--- src/rtl/tlu_handshake_rx.sv ---
// TLU trigger handshake receiver: synchronises the TLU lines, runs the
// BUSY / serial-clock handshake, and queues {timestamp, error, trigger number}
// words in a small first-word-fall-through FIFO for readout.
module tlu_handshake_rx #(
    parameter int FIFO_DEPTH_LOG2 = 4,
    parameter int TS_WIDTH        = 16
) (
    input  logic        BUS_CLK,
    input  logic        BUS_RST_N,
    input  logic        EN,
    input  logic [3:0]  TRIGGER_BITS,
    input  logic [7:0]  CLOCK_DIV,
    input  logic [15:0] TIMEOUT,
    input  logic        TLU_TRIGGER,
    input  logic        TLU_RESET,
    output logic        TLU_BUSY,
    output logic        TLU_CLOCK,
    output logic [31:0] TRIGGER_CNT,
    input  logic        FIFO_READ,
    output logic        FIFO_EMPTY,
    output logic [31:0] FIFO_DATA
);
    localparam int DEPTH = 1 << FIFO_DEPTH_LOG2;
    localparam int PW    = FIFO_DEPTH_LOG2 + 1;

    typedef enum logic [2:0] {
        IDLE, WAIT_ACK, SHIFT_HI, SHIFT_LO, WRITE, DONE
    } state_t;

    state_t state, state_next;

    logic                trig_meta, trig_s, trig_s_d;
    logic                rst_meta, rst_s;
    logic [TS_WIDTH-1:0] ts, ts_l;
    logic [15:0]         cnt;
    logic [3:0]          idx, bits_l;
    logic [7:0]          div_l;
    logic [15:0]         tmo_l;
    logic [14:0]         sr;
    logic                err;
    logic                start, tmo_hit, half_done, last_bit;
    logic                push, pop, full;
    logic                busy_next, clk_next;
    logic [PW-1:0]       wr_ptr, rd_ptr;
    logic [31:0]         mem [DEPTH];

    // Half-periods shorter than 4 cycles cannot be resolved through the
    // 2-FF synchroniser, so they are raised to 4.
    function automatic logic [7:0] clamp_div(input logic [7:0] d);
        return (d < 8'd4) ? 8'd4 : d;
    endfunction

    // At least one trigger-number bit is always shifted.
    function automatic logic [3:0] clamp_bits(input logic [3:0] b);
        return (b == 4'd0) ? 4'd1 : b;
    endfunction

    assign start     = (state == IDLE) && EN && trig_s && !trig_s_d;
    assign tmo_hit   = (tmo_l != 16'd0) && (cnt == tmo_l - 16'd1);
    assign half_done = (cnt == {8'd0, div_l - 8'd1});
    assign last_bit  = (idx == bits_l - 4'd1);

    assign full       = (wr_ptr[PW-1] != rd_ptr[PW-1]) &&
                        (wr_ptr[PW-2:0] == rd_ptr[PW-2:0]);
    assign FIFO_EMPTY = (wr_ptr == rd_ptr);
    assign pop        = FIFO_READ && !FIFO_EMPTY;
    assign FIFO_DATA  = FIFO_EMPTY ? 32'd0 : mem[rd_ptr[PW-2:0]];

    // Two-stage synchronisers for the asynchronous TLU lines plus edge history.
    always_ff @(posedge BUS_CLK) begin
        if (!BUS_RST_N) begin
            trig_meta <= 1'b0;
            trig_s    <= 1'b0;
            trig_s_d  <= 1'b0;
            rst_meta  <= 1'b0;
            rst_s     <= 1'b0;
        end else begin
            trig_meta <= TLU_TRIGGER;
            trig_s    <= trig_meta;
            trig_s_d  <= trig_s;
            rst_meta  <= TLU_RESET;
            rst_s     <= rst_meta;
        end
    end

    // Free-running timestamp and accepted-trigger counter; a TLU reset wins over an increment.
    always_ff @(posedge BUS_CLK) begin
        if (!BUS_RST_N || rst_s) begin
            ts          <= '0;
            TRIGGER_CNT <= '0;
        end else begin
            ts <= ts + TS_WIDTH'(1);
            if (start) TRIGGER_CNT <= TRIGGER_CNT + 32'd1;
        end
    end

    // State register; BUSY and the shift clock are registered from the next state.
    always_ff @(posedge BUS_CLK) begin
        if (!BUS_RST_N) begin
            state     <= IDLE;
            TLU_BUSY  <= 1'b0;
            TLU_CLOCK <= 1'b0;
        end else begin
            state     <= state_next;
            TLU_BUSY  <= busy_next;
            TLU_CLOCK <= clk_next;
        end
    end

    // Handshake sequencing and FIFO push request.
    always_comb begin
        state_next = state;
        push       = 1'b0;
        case (state)
            IDLE:     if (start) state_next = WAIT_ACK;
            WAIT_ACK: begin
                if (!trig_s)      state_next = SHIFT_HI;
                else if (tmo_hit) state_next = WRITE;
            end
            SHIFT_HI: if (half_done) state_next = SHIFT_LO;
            SHIFT_LO: if (half_done) state_next = last_bit ? WRITE : SHIFT_HI;
            WRITE: begin
                if (!full) begin
                    push       = 1'b1;
                    state_next = DONE;
                end
            end
            DONE:     if (!trig_s) state_next = IDLE;
            default:  state_next = IDLE;
        endcase
        busy_next = (state_next == WAIT_ACK) || (state_next == SHIFT_HI) ||
                    (state_next == SHIFT_LO) || (state_next == WRITE);
        clk_next  = (state_next == SHIFT_HI);
    end

    // Per-handshake working registers: latched config, cycle counter, bit index, shift register.
    always_ff @(posedge BUS_CLK) begin
        case (state)
            IDLE: begin
                if (start) begin
                    ts_l   <= ts;
                    sr     <= '0;
                    err    <= 1'b0;
                    cnt    <= '0;
                    idx    <= '0;
                    bits_l <= clamp_bits(TRIGGER_BITS);
                    div_l  <= clamp_div(CLOCK_DIV);
                    tmo_l  <= TIMEOUT;
                end
            end
            WAIT_ACK: begin
                if (!trig_s) begin
                    cnt <= '0;
                    idx <= '0;
                end else if (tmo_hit) begin
                    err <= 1'b1;
                    sr  <= '0;
                end else begin
                    cnt <= cnt + 16'd1;
                end
            end
            SHIFT_HI: begin
                if (half_done) begin
                    cnt     <= '0;
                    sr[idx] <= trig_s;
                end else begin
                    cnt <= cnt + 16'd1;
                end
            end
            SHIFT_LO: begin
                if (half_done) begin
                    cnt <= '0;
                    idx <= idx + 4'd1;
                end else begin
                    cnt <= cnt + 16'd1;
                end
            end
            default: ;
        endcase
    end

    // FIFO storage; contents need no reset because FIFO_DATA is masked while empty.
    always_ff @(posedge BUS_CLK) begin
        if (push) mem[wr_ptr[PW-2:0]] <= {ts_l, err, sr};
    end

    // FIFO pointers with a wrap bit to tell full from empty.
    always_ff @(posedge BUS_CLK) begin
        if (!BUS_RST_N) begin
            wr_ptr <= '0;
            rd_ptr <= '0;
        end else begin
            if (push) wr_ptr <= wr_ptr + PW'(1);
            if (pop)  rd_ptr <= rd_ptr + PW'(1);
        end
    end

endmodule

--- config.mk ---
export PLATFORM = sky130hd
export DESIGN_NAME = tlu_handshake_rx
export DESIGN_NICKNAME = d
export VERILOG_FILES = /design/src/rtl/tlu_handshake_rx.sv
export SDC_FILE = /design/constraint.sdc
export NUM_CORES = 1
export LEC_CHECK = 0
export ABC_AREA = 1
export BUFFER_PORTS_ARGS = -buffer_cell sky130_fd_sc_hd__buf_2
export CORE_MARGIN = 2
export CORE_UTILIZATION = 56
export DETAILED_ROUTE_END_ITERATION = 8
export PLACE_DENSITY = 0.8
export SETUP_SLACK_MARGIN = 0.15
export SLEW_MARGIN = 20
export SYNTH_ARGS = -nofsm -noshare
export SYNTH_HDL_FRONTEND = slang
export SYNTH_SLANG_ARGS = --single-unit
--- constraint.sdc ---
create_clock -name BUS_CLK -period 2.86 [get_ports BUS_CLK]
set_input_delay 0.143 -clock BUS_CLK [delete_from_list [all_inputs] [get_ports BUS_CLK]]
set_output_delay 0.143 -clock BUS_CLK [all_outputs]
set_load 0.05 [all_outputs]
; Word-level counts from Yosys, hierarchy flattened
; Memory sizes are Yosys's and may differ from the RTL's. A register that Yosys moved wholly into a read port is not among the register bits.
; Cells that the tools add are included.
[word_totals]
register_bits = 148
word_cells = 119
in_bits = 34
mem_count = 1
ram_bits = 512
[classes]
n_mux = 37
n_eq_ne = 22
n_lt_le_gt_ge = 3
n_reduce_logical = 27
addsub = 9
[memory_table]
columns = name, words, width, rd, rd_ports_with_merged_regs, write_ports, line_no
row1 = mem, 16, 32, 1, 1, 1, 45  ; logic [31:0] mem [DEPTH];
[ops]
columns = operator, count
row1 = two-way mux 16 bit, 4
row2 = two-way mux 15 bit, 4
row3 = one-hot mux 16 bit (3 select lines), 1
row4 = one-hot mux 15 bit (3 select lines), 1
row5 = adder 16 x 1 -> 16 bit (second input constant), 2
row6 = adder 32 x 1 -> 32 bit (second input constant), 1
row7 = two-way mux 32 bit, 1
row8 = two-way mux 3 bit, 8
row9 = two-way mux 4 bit, 5
row10 = one-hot mux 3 bit (6 select lines), 1
row11 = equality test 16 bit, 1
row12 = equality test 16 x 8 -> 1 bit, 1
row13 = nonzero test 16 bit, 1
row14 = subtractor 16 x 1 -> 16 bit (second input constant), 1
row15 = bitwise mux 15 bit, 1
row16 = equality test 3 x 2 -> 1 bit (second input constant), 4
row17 = inequality test 2 bit (second input constant), 6
row18 = one-hot mux 4 bit (3 select lines), 1
row19 = adder 5 x 1 -> 5 bit (second input constant), 2
row20 = equality test 3 bit (second input constant), 3
row21 = nonzero test 3 bit, 3
row22 = equality test 4 bit, 2
row23 = < comparator 8 x 3 -> 1 bit (second input constant), 1
row24 = two-way mux 1 bit, 8
row25 = 22 further kinds, 35

; Depth between registers and ports, before layout
[depth]
ltp_word = 10
ltp_mapped = 16
ltp_nobuf = 15

; Worst setup path after synthesis
; Ideal clock, no wire load.
[synth_timing]
path_type = register -> register
start = reg state[2]
end = reg wr_ptr[4]
n_path_buf = 0
setup_slack_ns = -0.119
required_ns = 2.741
arrival_time_ns = 2.860
stages_incl_launch_ff = 10
setup_time_ns = 0.119
cell_sequence = dfxtp_1 > clkinv_2 > nor3_1 > nand2_1 > inv_1 > nand2_2 > nor2_1 > inv_1 > o21ai_1 > a21oi_1
[synth_between]
elab_chain_len = 2
[synth_rtl]
columns = item, line_no
row1 = from (decl), 30  ; state_t state, state_next;
row2 = from (signal assigned), 104  ; state <= state_next;
row3 = equality test 3 bit, 114  ; case (state)
row4 = two-way mux 1 bit, 114
row5 = to (signal assigned), 193  ; if (push) wr_ptr <= wr_ptr + PW'(1);
row6 = to (decl), 44  ; logic [PW-1:0] wr_ptr, rd_ptr;
; Every way passes these cells.
; A chain may end at the register's enable or synchronous reset.

==> impl_metrics.env <==
export IMPL_syn_nets=2363
export IMPL_critPathArrivalTime_ns=2.53
export IMPL_cts_buffers=68
export IMPL_placementRows=82
export IMPL_synth_cells=2314
export IMPL_clock_latency_ns=0.61
export IMPL_grt_util_all_layers=0.259
export IMPL_num_vias=19000
export IMPL_syn_to_final_growth_pct=16.2
export IMPL_final_common_cell="edfxtp_1"
export IMPL_cts_clk_slew_worst_paths_ns=0.06
export IMPL_endpoint_kind="output pin"
export IMPL_ys_seq_elements=664
export IMPL_p_per_area_nw_per_um2=625
export IMPL_critPathSlowestCell="dfxtp_4"
export IMPL_cts_tree="built"
export IMPL_drt_iter0_drc=2303
export IMPL_nFillCells=3394
export IMPL_period_share=0.934
export IMPL_netlist_cell_type_count=49
export IMPL_nets=2532
export IMPL_setup_viol=0
export IMPL_path_max_fanout=38
export IMPL_synth_area_um2=28200
export IMPL_required_ns=2.72
export IMPL_start_util=0.564
export IMPL_gp_congestion=0.856
export IMPL_skew_ns=0.0265
export IMPL_total_power_mw=20.5
export IMPL_syn_avg_cell_area_um2=12.2
export IMPL_cp_cell_sequence="buf_12, mux2i_1, o211ai_1, nand3_1, a21oi_1, buf_4"
export IMPL_synth_seq_area_share=0.681
export IMPL_min_path_type="primary input to flip-flop"
export IMPL_ir_drop_uv=486
export IMPL_core_um2=50000
export IMPL_overflow=0
export IMPL_drc=0
export IMPL_tightest_slew_ns=0.631
export IMPL_fmax_ghz=0.374
export IMPL_vias_per_cell=5.93
export IMPL_leakagePower_nw=11.4
export IMPL_drt_wl_total_um=67700
export IMPL_die_y_um=228
export IMPL_timing_hold_ws_ns=0.246
export IMPL_worst_setup_path_type="flip-flop to output pin"
export IMPL_rsz0062_at_grt="true"
export IMPL_min_period_ns=2.67
export IMPL_finalMaxSlewViolations=0
export IMPL_tns_ns=0
export IMPL_cpPeakStageDelay_ns=0.51
export IMPL_yosys_warnings=0
export IMPL_dieArea_um2=52200
export IMPL_relSlewSlack=0.579
export IMPL_ant_nets=0
export IMPL_cts_htree_levels=3
export IMPL_final_util=0.656
export IMPL_antenna_found_initial=0
export IMPL_grt_max_degree=77
export IMPL_dr_pass1_iters=6
export IMPL_clkSinkCount=664
export IMPL_chipWidth_um=228
export IMPL_hpwl_um=38200
export IMPL_grt_pass1_vias=19200
export IMPL_place_inst=3038
export IMPL_io_buffer_count=100
export IMPL_status="completed"
export IMPL_grt_pass1_wl_um=105000
export IMPL_clockBufferDepth=3
export IMPL_final_cells=3203
export IMPL_layout_common_cells="592 x edfxtp_1, 265 x inv_1, 211 x a21oi_1, 183 x nand2_1, 161 x o21ai_0"
export IMPL_diodes=0
export IMPL_layout_drive_gt1_share=0.141
export IMPL_maxCapViolCount=0
export IMPL_final_hold_viol_count=0
export IMPL_wire_per_inst_um=21.1
export IMPL_root_buffer="clkbuf_16"
export IMPL_crit_path_start_kind="flip-flop"
export IMPL_ioPinCount=101
==> repair_timing <==
item / 4_1_cts / 5_1_grt
hold buffers: 36 / 0
gates resized for setup: 10 / 28
endpoints found under the setup margin: 48 / 39
hold endpoints to repair: 48 / 0
setup buffers: 5 / 6
pin swaps: 0 / 1
==> worst max-delay path, delay by kind of cell (launching register included) <==
kind                   cells  cell delay (ns)
flip-flops                 1             0.51
multiplexers               1             0.12
buffers and inverters      2             0.54
AO/OA/AOI/OAI              2             0.61
AND/OR/NAND/NOR            1             0.13
==> area by class of cell <==
class / count / area [um2] / area share
repair buffers: 214 / 1900 / 0.0581
clock inverters: 30 / 319 / 0.00974
clock buffers: 88 / 1820 / 0.0555
flip-flops and latches: 664 / 19200 / 0.587
multi-input cells: 1258 / 7600 / 0.232
inverters: 277 / 1050 / 0.0320
well taps: 672 / 841 / 0.0257
==> through the flow <==
step / setup WS (ns) / area (um2)
floorplan: -0.0283 / 28200
global placement: -0.00733 / 30000
detailed placement: 0.173 / 30000
CTS: 0.125 / 32600
global route: 0.0784 / 32800
finish: 0.189 / 32800
==> synthesized netlist by cell type (all sizes together) <==
cell	count	area [um2]
a2111oi	1	8.76
a211oi	4	35.0
a21boi	1	7.51
a21oi	221	1110
a311oi	4	35.0
a31oi	2	12.5
and3	3	18.8
buf	43	233
clkbuf	72	273
clkinv	2	8.75
dfxtp	72	1440
edfxtp	592	17800
ha	15	188
inv	275	1030
mux2i	128	1280
nand2	187	712
nand3	129	703
nand3b	5	37.5
nand4	17	113
nor2	150	651
nor3	33	201
nor3b	2	15.0
nor4	6	56.3
o2111ai	1	8.76
o211ai	128	961
o21a	5	37.5
o21ai	169	846
o22ai	1	12.5
o31ai	1	7.51
or2	4	25.0
xnor2	12	105
xor2	29	254
==> registers in the layout, summed over array words and instances (netlist names), 3 cells and up, named ones only <==
register / cells
ts_l: 16
cnt: 16
state: 3
mem: 512
sr: 15
ts: 16
TRIGGER_CNT: 32
rd_ptr: 5
bits_l: 4
idx: 4
tmo_l: 16
wr_ptr: 5
div_l: 8
==> kinds of logic (layout without fill, tap and decap cells) <==
kind of cell	Yosys count	in the layout	synth area share
xor+xnor	41	41	0.0127
flops	664	664	0.681
buf+inv	392	609	0.0548
mux	128	128	0.0454
simple gates	536	536	0.0898
compound gates	538	538	0.109
fa+ha+maj	15	15	0.00665
==> metal layers <==
layer | part of all wire | track usage | vias up
met5 | 0 | 0 | -
met4 | 0.032 | 0.108 | 0
met3 | 0.099 | 0.0530 | 166
met2 | 0.49 | 0.434 | 1032
met1 | 0.38 | 0.330 | 9144
li1 | - | - | 8644
==> worst paths after layout <==
check	end	cells past startpoint	startpoint	slack (ns)
worst max-delay path	FIFO_DATA[15]	6	flip-flop	0.19
worst min-delay path	ts_l[7]	4	EN	0.25
worst max register to register	sr[13]	13	tmo_l[0]	0.37
worst min register to register	trig_s	2	trig_meta	0.43
==> power breakdown <==
group | switching, mW | leakage, nW | internal, mW | total, mW
sequential | 0.108 | 5.93 | 10.5 | 10.6
clock | 3.55 | 1.04 | 5.04 | 8.59
combinational | 0.796 | 4.41 | 0.459 | 1.26
(Power assumes the default switching activity.)
